===== config.mk =====
export PLATFORM = sky130hd
export DESIGN_NAME = i2c_slave_byte_engine
export DESIGN_NICKNAME = d
export VERILOG_FILES = /design/src/rtl/i2c_pkg.sv /design/src/rtl/i2c_sync_edge.sv /design/src/rtl/i2c_slave_byte_engine.sv
export SDC_FILE = /design/constraint.sdc
export NUM_CORES = 1
export LEC_CHECK = 0
export BUFFER_PORTS_ARGS = -buffer_cell sky130_fd_sc_hd__buf_4
export CAP_MARGIN = 20
export CORE_MARGIN = 3
export CORE_UTILIZATION = 62
export DETAILED_ROUTE_END_ITERATION = 16
export PLACE_DENSITY = 0.84
export SYNTH_ARGS = -nofsm -noshare
export SYNTH_HDL_FRONTEND = slang
export SYNTH_SLANG_ARGS = --single-unit

===== constraint.sdc =====
create_clock -name clk -period 2.6 [get_ports clk]
set_input_delay 0.26 -clock clk [delete_from_list [all_inputs] [get_ports clk]]
set_output_delay 0.26 -clock clk [all_outputs]
set_load 0.01 [all_outputs]

===== src/rtl/i2c_pkg.sv =====
// Shared definitions for the I2C slave byte engine and the downstream frame bridge.
package i2c_pkg;

    localparam int CNT_W = 4;

    localparam logic [CNT_W-1:0] BITS_PER_BYTE = CNT_W'(8);
    localparam logic [CNT_W-1:0] LAST_BIT_IDX  = CNT_W'(7);

    localparam logic ACK  = 1'b0;
    localparam logic NACK = 1'b1;

    localparam int BRIDGE_DATA_W     = 8;
    localparam int BRIDGE_FIFO_DEPTH = 16;

    typedef enum logic [2:0] {
        ST_IDLE,
        ST_ADDR,
        ST_ADDR_ACK,
        ST_WR_BYTE,
        ST_WR_ACK,
        ST_RD_BYTE,
        ST_RD_ACK,
        ST_WAIT_STOP
    } i2c_state_e;

    function automatic logic addr_hit(input logic [7:0] addr_byte, input logic [6:0] dev_addr);
        return addr_byte[7:1] == dev_addr;
    endfunction

endpackage


===== src/rtl/i2c_sync_edge.sv =====
// One bus line: synchroniser, optional 3-sample majority filter (I2C_GLITCH_FILTER_EN),
// and registered rise/fall pulses aligned with the delayed level output.
module i2c_sync_edge #(
    parameter int SYNC_STAGES = 2
) (
    input  logic clk,
    input  logic rst_n,
    input  logic line_i,
    output logic line_s,
    output logic rise,
    output logic fall
);

    // Idle bus is high, so reset the chain high to avoid a spurious edge after reset.
    logic [SYNC_STAGES-1:0] sync_q;
    logic                   line_clean;
    logic                   prev_q;
    logic                   rise_q;
    logic                   fall_q;
    logic                   rise_d;
    logic                   fall_d;

    always_ff @(posedge clk or negedge rst_n) begin
        if (!rst_n) begin
            sync_q <= '1;
        end else begin
            sync_q <= {sync_q[SYNC_STAGES-2:0], line_i};
        end
    end

`ifdef I2C_GLITCH_FILTER_EN
    logic [1:0] hist_q;
    logic       filt_q;
    logic       filt_d;

    always_comb begin
        filt_d = (sync_q[SYNC_STAGES-1] & hist_q[0]) |
                 (sync_q[SYNC_STAGES-1] & hist_q[1]) |
                 (hist_q[0] & hist_q[1]);
    end

    always_ff @(posedge clk or negedge rst_n) begin
        if (!rst_n) begin
            hist_q <= 2'b11;
            filt_q <= 1'b1;
        end else begin
            hist_q <= {hist_q[0], sync_q[SYNC_STAGES-1]};
            filt_q <= filt_d;
        end
    end

    assign line_clean = filt_q;
`else
    assign line_clean = sync_q[SYNC_STAGES-1];
`endif

    always_comb begin
        rise_d = line_clean & ~prev_q;
        fall_d = ~line_clean & prev_q;
    end

    always_ff @(posedge clk or negedge rst_n) begin
        if (!rst_n) begin
            prev_q <= 1'b1;
            rise_q <= 1'b0;
            fall_q <= 1'b0;
        end else begin
            prev_q <= line_clean;
            rise_q <= rise_d;
            fall_q <= fall_d;
        end
    end

    assign line_s = prev_q;
    assign rise   = rise_q;
    assign fall   = fall_q;

endmodule


===== src/rtl/i2c_slave_byte_engine.sv =====
// Bit-level I2C slave: START/Sr/STOP detection, address match, byte shifting and ACK.
// Build option I2C_GLITCH_FILTER_EN adds a majority glitch filter on SCL/SDA.
module i2c_slave_byte_engine
    import i2c_pkg::*;
#(
    parameter logic [6:0] SLAVE_ADDR  = 7'h50,
    parameter int         SYNC_STAGES = 2
) (
    input  logic       clk,
    input  logic       rst_n,
    input  logic       scl_i,
    input  logic       sda_i,
    output logic       sda_oe,
    output logic [7:0] rx_data,
    output logic       rx_valid,
    input  logic [7:0] tx_data,
    output logic       tx_valid,
    output logic       sr_start,
    output logic       inframe,
    output logic       rw_bit,
    output logic       addr_match,
    output logic       edge_detect
);

    logic scl_lvl, scl_rise, scl_fall;
    logic sda_lvl, sda_rise, sda_fall;

    i2c_sync_edge #(.SYNC_STAGES(SYNC_STAGES)) u_scl (
        .clk    (clk),
        .rst_n  (rst_n),
        .line_i (scl_i),
        .line_s (scl_lvl),
        .rise   (scl_rise),
        .fall   (scl_fall)
    );

    i2c_sync_edge #(.SYNC_STAGES(SYNC_STAGES)) u_sda (
        .clk    (clk),
        .rst_n  (rst_n),
        .line_i (sda_i),
        .line_s (sda_lvl),
        .rise   (sda_rise),
        .fall   (sda_fall)
    );

    logic start_det, stop_det;
    assign start_det = sda_fall & scl_lvl;
    assign stop_det  = sda_rise & scl_lvl;

    i2c_state_e       state_q, state_d;
    logic [CNT_W-1:0] cnt_q, cnt_d;
    logic [7:0]       shift_q, shift_d;
    logic [7:0]       tx_shift_q, tx_shift_d;
    logic             mack_q, mack_d;
    logic             sda_oe_q, sda_oe_d;
    logic [7:0]       rx_data_q, rx_data_d;
    logic             rx_valid_q, rx_valid_d;
    logic             tx_valid_q, tx_valid_d;
    logic             sr_start_q, sr_start_d;
    logic             inframe_q, inframe_d;
    logic             rw_q, rw_d;
    logic             addr_match_q, addr_match_d;
    logic [7:0]       shift_in;

    assign shift_in = {shift_q[6:0], sda_lvl};

    always_comb begin
        state_d      = state_q;
        cnt_d        = cnt_q;
        shift_d      = shift_q;
        tx_shift_d   = tx_shift_q;
        mack_d       = mack_q;
        sda_oe_d     = sda_oe_q;
        rx_data_d    = rx_data_q;
        rx_valid_d   = 1'b0;
        tx_valid_d   = 1'b0;
        sr_start_d   = 1'b0;
        inframe_d    = inframe_q;
        rw_d         = rw_q;
        addr_match_d = addr_match_q;

        // Bus conditions override any bit activity seen in the same cycle.
        if (stop_det) begin
            state_d      = ST_IDLE;
            inframe_d    = 1'b0;
            addr_match_d = 1'b0;
            sda_oe_d     = 1'b0;
            cnt_d        = '0;
        end else if (start_det) begin
            sr_start_d   = (state_q != ST_IDLE);
            state_d      = ST_ADDR;
            inframe_d    = 1'b1;
            addr_match_d = 1'b0;
            sda_oe_d     = 1'b0;
            cnt_d        = '0;
        end else begin
            case (state_q)
                ST_IDLE: ;
                ST_ADDR: begin
                    if (scl_rise && cnt_q < BITS_PER_BYTE) begin
                        shift_d = shift_in;
                        cnt_d   = cnt_q + CNT_W'(1);
                    end else if (scl_fall && cnt_q == BITS_PER_BYTE) begin
                        cnt_d = '0;
                        if (addr_hit(shift_q, SLAVE_ADDR)) begin
                            sda_oe_d     = ~ACK;
                            rw_d         = shift_q[0];
                            addr_match_d = 1'b1;
                            state_d      = ST_ADDR_ACK;
                        end else begin
                            sda_oe_d     = 1'b0;
                            addr_match_d = 1'b0;
                            state_d      = ST_WAIT_STOP;
                        end
                    end
                end
                ST_ADDR_ACK: begin
                    if (scl_fall) begin
                        cnt_d = '0;
                        if (rw_q) begin
                            tx_shift_d = tx_data;
                            tx_valid_d = 1'b1;
                            sda_oe_d   = ~tx_data[7];
                            state_d    = ST_RD_BYTE;
                        end else begin
                            sda_oe_d = 1'b0;
                            state_d  = ST_WR_BYTE;
                        end
                    end
                end
                ST_WR_BYTE: begin
                    if (scl_rise && cnt_q < BITS_PER_BYTE) begin
                        shift_d = shift_in;
                        cnt_d   = cnt_q + CNT_W'(1);
                        if (cnt_q == LAST_BIT_IDX) begin
                            rx_data_d  = shift_in;
                            rx_valid_d = 1'b1;
                        end
                    end else if (scl_fall && cnt_q == BITS_PER_BYTE) begin
                        sda_oe_d = ~ACK;
                        cnt_d    = '0;
                        state_d  = ST_WR_ACK;
                    end
                end
                ST_WR_ACK: begin
                    if (scl_fall) begin
                        sda_oe_d = 1'b0;
                        state_d  = ST_WR_BYTE;
                    end
                end
                ST_RD_BYTE: begin
                    if (scl_rise && cnt_q < BITS_PER_BYTE) begin
                        cnt_d = cnt_q + CNT_W'(1);
                    end else if (scl_fall && cnt_q != '0) begin
                        if (cnt_q == BITS_PER_BYTE) begin
                            sda_oe_d = 1'b0;
                            cnt_d    = '0;
                            state_d  = ST_RD_ACK;
                        end else begin
                            tx_shift_d = {tx_shift_q[6:0], 1'b0};
                            sda_oe_d   = ~tx_shift_q[6];
                        end
                    end
                end
                ST_RD_ACK: begin
                    if (scl_rise) begin
                        mack_d = sda_lvl;
                    end else if (scl_fall) begin
                        if (mack_q == ACK) begin
                            tx_shift_d = tx_data;
                            tx_valid_d = 1'b1;
                            sda_oe_d   = ~tx_data[7];
                            cnt_d      = '0;
                            state_d    = ST_RD_BYTE;
                        end else begin
                            sda_oe_d = 1'b0;
                            state_d  = ST_WAIT_STOP;
                        end
                    end
                end
                ST_WAIT_STOP: sda_oe_d = 1'b0;
                default: state_d = ST_IDLE;
            endcase
        end
    end

    always_ff @(posedge clk or negedge rst_n) begin
        if (!rst_n) begin
            state_q      <= ST_IDLE;
            cnt_q        <= '0;
            shift_q      <= '0;
            tx_shift_q   <= '0;
            mack_q       <= NACK;
            sda_oe_q     <= 1'b0;
            rx_data_q    <= '0;
            rx_valid_q   <= 1'b0;
            tx_valid_q   <= 1'b0;
            sr_start_q   <= 1'b0;
            inframe_q    <= 1'b0;
            rw_q         <= 1'b0;
            addr_match_q <= 1'b0;
        end else begin
            state_q      <= state_d;
            cnt_q        <= cnt_d;
            shift_q      <= shift_d;
            tx_shift_q   <= tx_shift_d;
            mack_q       <= mack_d;
            sda_oe_q     <= sda_oe_d;
            rx_data_q    <= rx_data_d;
            rx_valid_q   <= rx_valid_d;
            tx_valid_q   <= tx_valid_d;
            sr_start_q   <= sr_start_d;
            inframe_q    <= inframe_d;
            rw_q         <= rw_d;
            addr_match_q <= addr_match_d;
        end
    end

    assign sda_oe      = sda_oe_q;
    assign rx_data     = rx_data_q;
    assign rx_valid    = rx_valid_q;
    assign tx_valid    = tx_valid_q;
    assign sr_start    = sr_start_q;
    assign inframe     = inframe_q;
    assign rw_bit      = rw_q;
    assign addr_match  = addr_match_q;
    assign edge_detect = scl_fall;

endmodule


Word-level counts from Yosys, hierarchy flattened

Index checks and enable logic that the tools add are counted.

Flip-flop bits (word level): 48
Input port bits: 12
Output and inout port bits: 16
Logic and storage cells: 169

Add/sub/neg operators: 1
Magnitude comparators: 1
Eq/ne operators: 34
Multiplexer cells: 75
Bitwise operators: 15
Reductions and logical operators: 22

Operators by type and width:

| cell                                                  | count |
|---|---|
| two-way mux 7 bit                                     | 8 |
| two-way mux 3 bit                                     | 15 |
| two-way mux 4 bit                                     | 11 |
| inequality test 4 bit, second input constant          | 9 |
| two-way mux 1 bit                                     | 35 |
| AND reduction 11 bit                                  | 2 |
| case mux 7 bit (3 select lines)                       | 1 |
| case mux 3 bit (6 select lines)                       | 1 |
| case mux 4 bit (4 select lines)                       | 1 |
| equality test 3 bit, second input constant            | 4 |
| inequality test 2 bit, second input constant          | 6 |
| inequality test 4 x 3 -> 1 bit, second input constant | 3 |
| AND reduction 12 bit                                  | 1 |
| nonzero test 3 bit                                    | 4 |
| inequality test 5 bit, second input constant          | 2 |
| inverter 1 bit                                        | 9 |
| nonzero test 9 bit                                    | 1 |
| AND reduction 4 bit                                   | 2 |
| AND reduction 8 bit                                   | 1 |
| nonzero test 8 bit                                    | 1 |
| equality test 7 bit, second input constant            | 1 |
| case mux 1 bit (7 select lines)                       | 1 |
| AND 1 bit                                             | 6 |
| equality test 3 x 2 -> 1 bit, second input constant   | 2 |
| 18 further kinds                                      | 21 |

Logic depth before layout (Yosys ltp)

Gate-level depths: netlist of the first run.

Word-level depth: 7
Gate-level depth with buffers: 7
Mapped depth without buffers: 6

Modules after synthesis

A second synthesis of the first run with hierarchy kept.

Cells, all modules: 202
Area, all modules: 2297.2 µm²

By module, submodules not included:

| module                | times used | cells each | area an instance (µm²) | seq. area each (µm²) |
|---|---|---|---|---|
| i2c_slave_byte_engine | 1          | 188        | 2009.4                 | 952.2 |
| i2c_sync_edge         | 2          | 7          | 143.9                  | 128.9 |

Worst setup path before layout of the first run

Ideal clock, no wire load.

Path kind: register to register
Start point: register state_q[1]
End point: register tx_shift_q[1]
Library setup time: 125 ps
Arrival time: 1643 ps
Required time: 2475 ps
Path slack: 832 ps
Stages on the path, launching flop included: 7
Buffers on the path: 2
Clock period less this slack: 1768 ps
Path through: dfrtp_1 > buf_6 > nand3b_2 > nor4b_1 > o211a_1 > buf_6 > mux2_2

Cells in the longest elaborated chain, start to end: 3
Elaborated cells on any way between the ends: 14

RTL lines:

| item                                                                | line                         | RTL |
|---|---|---|
| start, declared                                                     | i2c_slave_byte_engine.sv:50  | `i2c_state_e state_q, state_d;` |
| start signal, assigned                                              | i2c_slave_byte_engine.sv:203 | `state_q <= state_d;` |
| equality test 3 x 2 -> 1 bit or equality test 3 bit (tied branches) | i2c_slave_byte_engine.sv:97  | `case (state_q)` |
| inequality test 2 x 1 -> 1 bit (no line) (tied with other cells)    | --                           |  |
| AND reduction 11 bit (no line)                                      | --                           |  |
| end signal, assigned                                                | i2c_slave_byte_engine.sv:206 | `tx_shift_q <= tx_shift_d;` |
| end, declared                                                       | i2c_slave_byte_engine.sv:53  | `logic [7:0] tx_shift_q, tx_shift_d;` |

Several ways; a longest one is shown, not always the timed one.
A chain may end at the register's enable or synchronous reset.

Final worst setup path of the first run

Start point: register state_q[0]
End point: register tx_shift_q[4]

The elaborated chain is that of the path after synthesis.

==> results of run 1 <==
-- critical path, cell delays in order, from the launching register on --
cell and delay [ns]:
dfrtp_1 0.81, nand3b_2 0.16, nor4b_1 0.33, o211a_1 0.35, mux2_2 0.38
-- where the power goes --
group	internal, mW	switching, mW	total (mW)	leakage [nW]
Combinational	0.111	0.0844	0.195	0.569
Clock	0.387	0.248	0.635	0.0687
Sequential	0.819	0.0853	0.904	0.622
Total	1.32	0.418	1.73	1.26
-- cells in the final DEF (no fill, tap or decap), types with 6 or more instances in the layout --
master,Yosys,layout
nor2b_1,6,6
nor2_1,9,9
nand2_1,8,8
dfrtp_1,41,41
dfstp_2,7,7
mux2_4,8,8
mux2_2,22,22
a21oi_1,9,9
buf_4,0,29
o21ai_0,6,6
-- registers in the layout, summed over array words and instances, names as in the netlist, 2 cells and up --
name / count
rx_data: 8
shift_q: 8
tx_shift_q: 7
cnt_q: 4
state_q: 3
u_scl.sync_q: 2
u_sda.sync_q: 2
-- worst paths after layout --
check / start / slack [ns] / to / depth (start not counted)
min reg2reg: u_scl.sync_q[0] / 0.36 / u_scl.sync_q[1] / 0
max reg2reg: state_q[0] / 0.45 / tx_shift_q[4] / 4
max in group asynchronous: rst_n / 1.71 / state_q[1] / 2
min in group asynchronous: rst_n / 0.49 / tx_shift_q[3] / 2
max: state_q[0] / 0.45 / tx_shift_q[4] / 4
min: sda_i / 0.06 / u_sda.sync_q[0] / 1
-- logic make-up (layout without fill, tap and decap cells) --
family	after synthesis	in the layout	share of synthesized area
simple gates	54	54	0.1403
buf+inv	14	42	0.03428
flops	48	48	0.5179
mux	35	35	0.1789
compound gates	39	39	0.1178
fa+ha+maj	2	2	0.01071
-- cell usage after synthesis, types with 2 or more instances --
master and n:
nand4_1 3, o21a_1 3, inv_1 4, o21ai_0 6, dfrtp_1 41, a21oi_1 9, nand2_1 8, o311ai_0 2
nor2b_1 6, buf_6 3, dfstp_2 7, ha_1 2, o211ai_1 3, mux2i_1 5, nand3_1 5, nor2_1 9
nor3b_1 2, nand2b_1 5, mux2_2 22, nor3_1 4, buf_2 4, clkbuf_1 2, mux2_4 8
-- final cells by class --
| type | count | area (µm²) | share of cell area |
|---|---|---|---|
| repair buffers | 30 | 227.7 | 0.08453 |
| multi-input cells | 130 | 1046 | 0.3883 |
| clock buffers | 5 | 68.82 | 0.02555 |
| inverters | 4 | 15.01 | 0.005574 |
| flip-flops and latches | 48 | 1210 | 0.4491 |
| clock inverters | 3 | 68.82 | 0.02555 |
| well taps | 46 | 57.56 | 0.02137 |
-- metal layers --
layer | wire length [µm] | vias to the layer above | part of all wire | GRT usage
li1 | - | 759 | - | -
met1 | 1899 | 807 | 0.42 | 0.3031
met2 | 2343 | 58 | 0.52 | 0.3718
met3 | 226 | 5 | 0.050 | 0.05324
met4 | 51 | 0 | 0.011 | 0.06582
met5 | 0 | - | 0 | 0
-- timing repair --
action,in CTS,in global routing
resized for setup,0,0
endpoints found under the hold margin,41,0
hold buffers,1,0
==> impl_metrics.ini, run 1 <==
[floorplanning]
die_area_um2 = 4540
start_util = 0.6735
die_w_um = 67.38
row_count = 21
dieHeight_um = 67.38
pin_count = 28
coreArea_um2 = 3468

[grt]
antenna_found_initial = 0
gr-usage-all-layers = 0.2272
overflow = 0
first_global_vias = 1575
grt_pass1_wl_um = 7603
grt_max_degree = 49

[detailed_routing]
firstDrtPassIters = 4
antenna_left = 0
drtIter0Drc = 195
vias = 1629
vias_per_cell = 6.124
wl_per_cell_um = 16.99
routed_wl_um = 4520
drc = 0

[finish]
final_util = 0.7767
postLayoutCellArea_um2 = 2694
nets = 233
n_antenna_cell = 0
syn_to_final_growth_pct = 15.32
drive_gt1_frac = 0.3682
layout.cells.non_filler = 266
fillCellCount = 228

[logic_synthesis]
syn_inst = 192
synth_top_cell_area_share = 0.4392
syn_area_um2 = 2336
ys.flop_type = dfrtp_1
netlist-cell-type-count = 52
yosysWarnings = 0
synth_edf_count = 0
ys_seq_area_frac = 0.5179
synth.area.top_cells = dfrtp_1 (44%), mux2_2 (11%), dfstp_2 (7.9%)
syn_avg_cell_area_um2 = 12.17
syn_nets = 206
synth_top_area_cell = dfrtp_1
synthArstFlopShare = 1.000
synth-seq-cells = 48

[sta]
layout_min_cycle_time_ns = 2.150
worst_slack_ns = 0.4504
rsz0062_at_grt = false
whs_ns = 0.05686
slew_violations = 0
max_freq_mhz = 465.2
relSlewSlack = 0.5244
skew_ns = 0.01034
tightest_slew_ns = 0.7134
hold_viol_final = 0
fin_crit_sh = 0.8268
finalSetupViolCount = 0
fin_setup_tns_ns = 0

[place]
place_inst = 257
dpl_cell_area_um2 = 2546
io_buffers = 27
pre_cts_slack_ns = 0.4857
routabilityCongestion = 0.9759
hpwlAfterDp_um = 3165

[clock_network]
clk_pin_slew_worst_paths_ns = 0.09
clock_path_buffers = 2
h-tree-depth = 2
numCtsBuffers = 5
root_buffer = clkbuf_8
cts_tree = yes
post_cts_buffers = 0
cts_sinks = 48
clk_latency_ns = 0.30

[worst_setup_path]
worstPathMaxFanout = 23
required_ns = 2.80
worstSetupEndpointType = register
crit_arrival_ns = 2.34
start_kind = register
crit_type = register to register

[power_and_ir_drop]
ir_drop_mv = 0.5429
power.total_mw = 1.734
p_leak_nw = 1.260
p_per_area_nw_per_um2 = 643.9

[job]
maxCapViolations = 0

[outcome]
status = finished clean

[hold_path]
hp-class = input pin to register
Note: power is estimated with default switching activity, not from simulation.
==> inputs of run 2 (changes only) <==
- CORE_UTILIZATION: 62 -> 52
- PLACE_DENSITY: 0.84 -> 0.75
- clock period: 2.6 -> 1.7 ns (I/O delays scaled with it)
==> run 2 against run 1 <==
Sequential power is 49% higher. Worst setup slack got worse by 0.44 ns. Highest routed layer unchanged. Largest cell class unchanged. Largest power group unchanged. Sequential share of layout area down 4.7 points. Via count rose by 4.4%. Total power is 45% higher. Cell area increased by 12%. Hold slack better by 0.057 ns. Combinational power rose by 130%. Clock power increased by 13%.
==> impl_metrics.ini, run 2 (synthesized netlist as in run 1, its figures left out) <==
[outcome]
status = finished clean

[worst_setup_path]
endpoint = state_q[2]
r2r_end = state_q[2]
worstSetupEndpointType = register
start_kind = register
worstPathMaxFanout = 4
required_ns = 1.90
r2r.worst_path.cells = 6
crit_arrival_ns = 1.89
r2r_start = cnt_q[0]
crit_type = register to register
startpoint = cnt_q[0]
regToRegSetupSlack_ns = 0.01

[place]
routabilityCongestion = 0.8885
pre_cts_slack_ns = -0.2004
hpwlAfterDp_um = 3662
io_buffers = 27

[clock_network]
h-tree-depth = 2
cts_sinks = 48
clk_pin_slew_worst_paths_ns = 0.09
cts_tree = yes
clk_latency_ns = 0.31
root_buffer = clkbuf_8
clock_path_buffers = 2
numCtsBuffers = 5

[grt]
grt_pass1_wl_um = 8459
overflow = 0
gr-usage-all-layers = 0.2054
antenna_found_initial = 0
first_global_vias = 1812
grt_max_degree = 49

[finish]
drive_gt1_frac = 0.5060
seq_area_um2 = 1215
nets = 264
fillCellCount = 293
n_antenna_cell = 0
syn_to_final_growth_pct = 29.35
multiInputGateArea_um2 = 1144
mostFrequentLayoutCells = buf_4 (56), dfrtp_1 (37), mux2_2 (20)
final_common_cell = buf_4

[detailed_routing]
antenna_left = 0
vias_per_cell = 5.648
drc = 0
firstDrtPassIters = 4
wl_per_cell_um = 16.59
vias = 1700
routed_wl_um = 4993
drtIter0Drc = 81

[sta]
skew_ns = 0.004028
rsz0062_at_grt = true
layout_min_cycle_time_ns = 1.688
max_freq_mhz = 592.3
whs_ns = 0.1137
relSlewSlack = 0.6140
hold_viol_final = 0
fin_setup_tns_ns = 0
finalSetupViolCount = 0
slew_violations = 0
fin_crit_sh = 0.9931
worst_slack_ns = 0.01171
tightest_slew_ns = 0.5790

[hold_path]
hp-class = input pin to register

[power_and_ir_drop]
power.total_mw = 2.520
p_leak_nw = 1.437
p_per_area_nw_per_um2 = 833.9
ir_drop_mv = 0.7099

[floorplanning]
pin_count = 28
die_w_um = 73.03
coreArea_um2 = 4173
start_util = 0.5598
die_area_um2 = 5333
row_count = 23
dieHeight_um = 73.03

[job]
maxCapViolations = 0
==> run 2: where the power goes <==
| group | internal (mW) | switching (mW) | leakage [nW] |
|---|---|---|---|
| Clock | 0.303 | 0.413 | 0.0491 |
| Combinational | 0.260 | 0.196 | 0.772 |
| Sequential | 1.25 | 0.0952 | 0.616 |
| Total | 1.82 | 0.704 | 1.44 |
==> run 2: per-stage QoR <==
stage                     instances  utilization  area, µm²
after floorplan                 192            -       2361
after global placement          288       0.6690       2791
after detailed placement        288       0.6690       2791
after CTS                       299       0.7043       2939
after global routing            301       0.7241       3022
final                           301       0.7241       3022
==> run 2: per-layer routing <==
metal | global-route usage | up-vias | routed length [µm]
met3 | 0.04270 | 6 | 229
met2 | 0.3476 | 47 | 2478
met5 | 0 | - | 0
met1 | 0.2668 | 832 | 2228
met4 | 0.05533 | 0 | 57
li1 | - | 815 | -
==> run 2: worst min-delay path by stage <==
stage               start       endpoint  slack (ns)  depth (start not counted)
6_report       tx_data[0]  tx_shift_q[0]        0.11                          3
5_1_grt        tx_data[0]  tx_shift_q[0]        0.13                          3
4_1_cts        tx_data[0]  tx_shift_q[0]        0.12                          3
3_5_place_dp        rst_n       cnt_q[3]        0.22                          1
3_3_place_gp        rst_n  tx_shift_q[0]        0.20                          1
2_1_floorplan       rst_n     addr_match       -0.13                          0
==> run 2: timing repair <==
action | in CTS | in global routing
gates resized for setup | 6 | 14
pin swaps | 2 | 3
hold buffers | 3 | 0
endpoints found under the hold margin | 43 | 0
setup endpoints to repair | 11 | 23
setup buffers | 0 | 2
gates cloned | 0 | 0
==> run 2: layout make-up <==
| cell class | instances | share of cell area |
|---|---|---|
| Multi-Input combinational cell | 130 | 0.3785 |
| Clock inverter | 3 | 0.008696 |
| Inverter | 4 | 0.004969 |
| Clock buffer | 5 | 0.02277 |
| Sequential cell | 48 | 0.4021 |
| Tap cell | 50 | 0.02070 |
| Timing Repair Buffer | 61 | 0.1623 |
==> run 2: worst max-delay path, cell delays in order (launching register included) <==
cell,delay [ns]
dfrtp_1,0.40
inv_2,0.08
ha_4,0.14
nand4b_1,0.25
mux2i_2,0.31
nand2_1,0.09
o31a_1,0.31
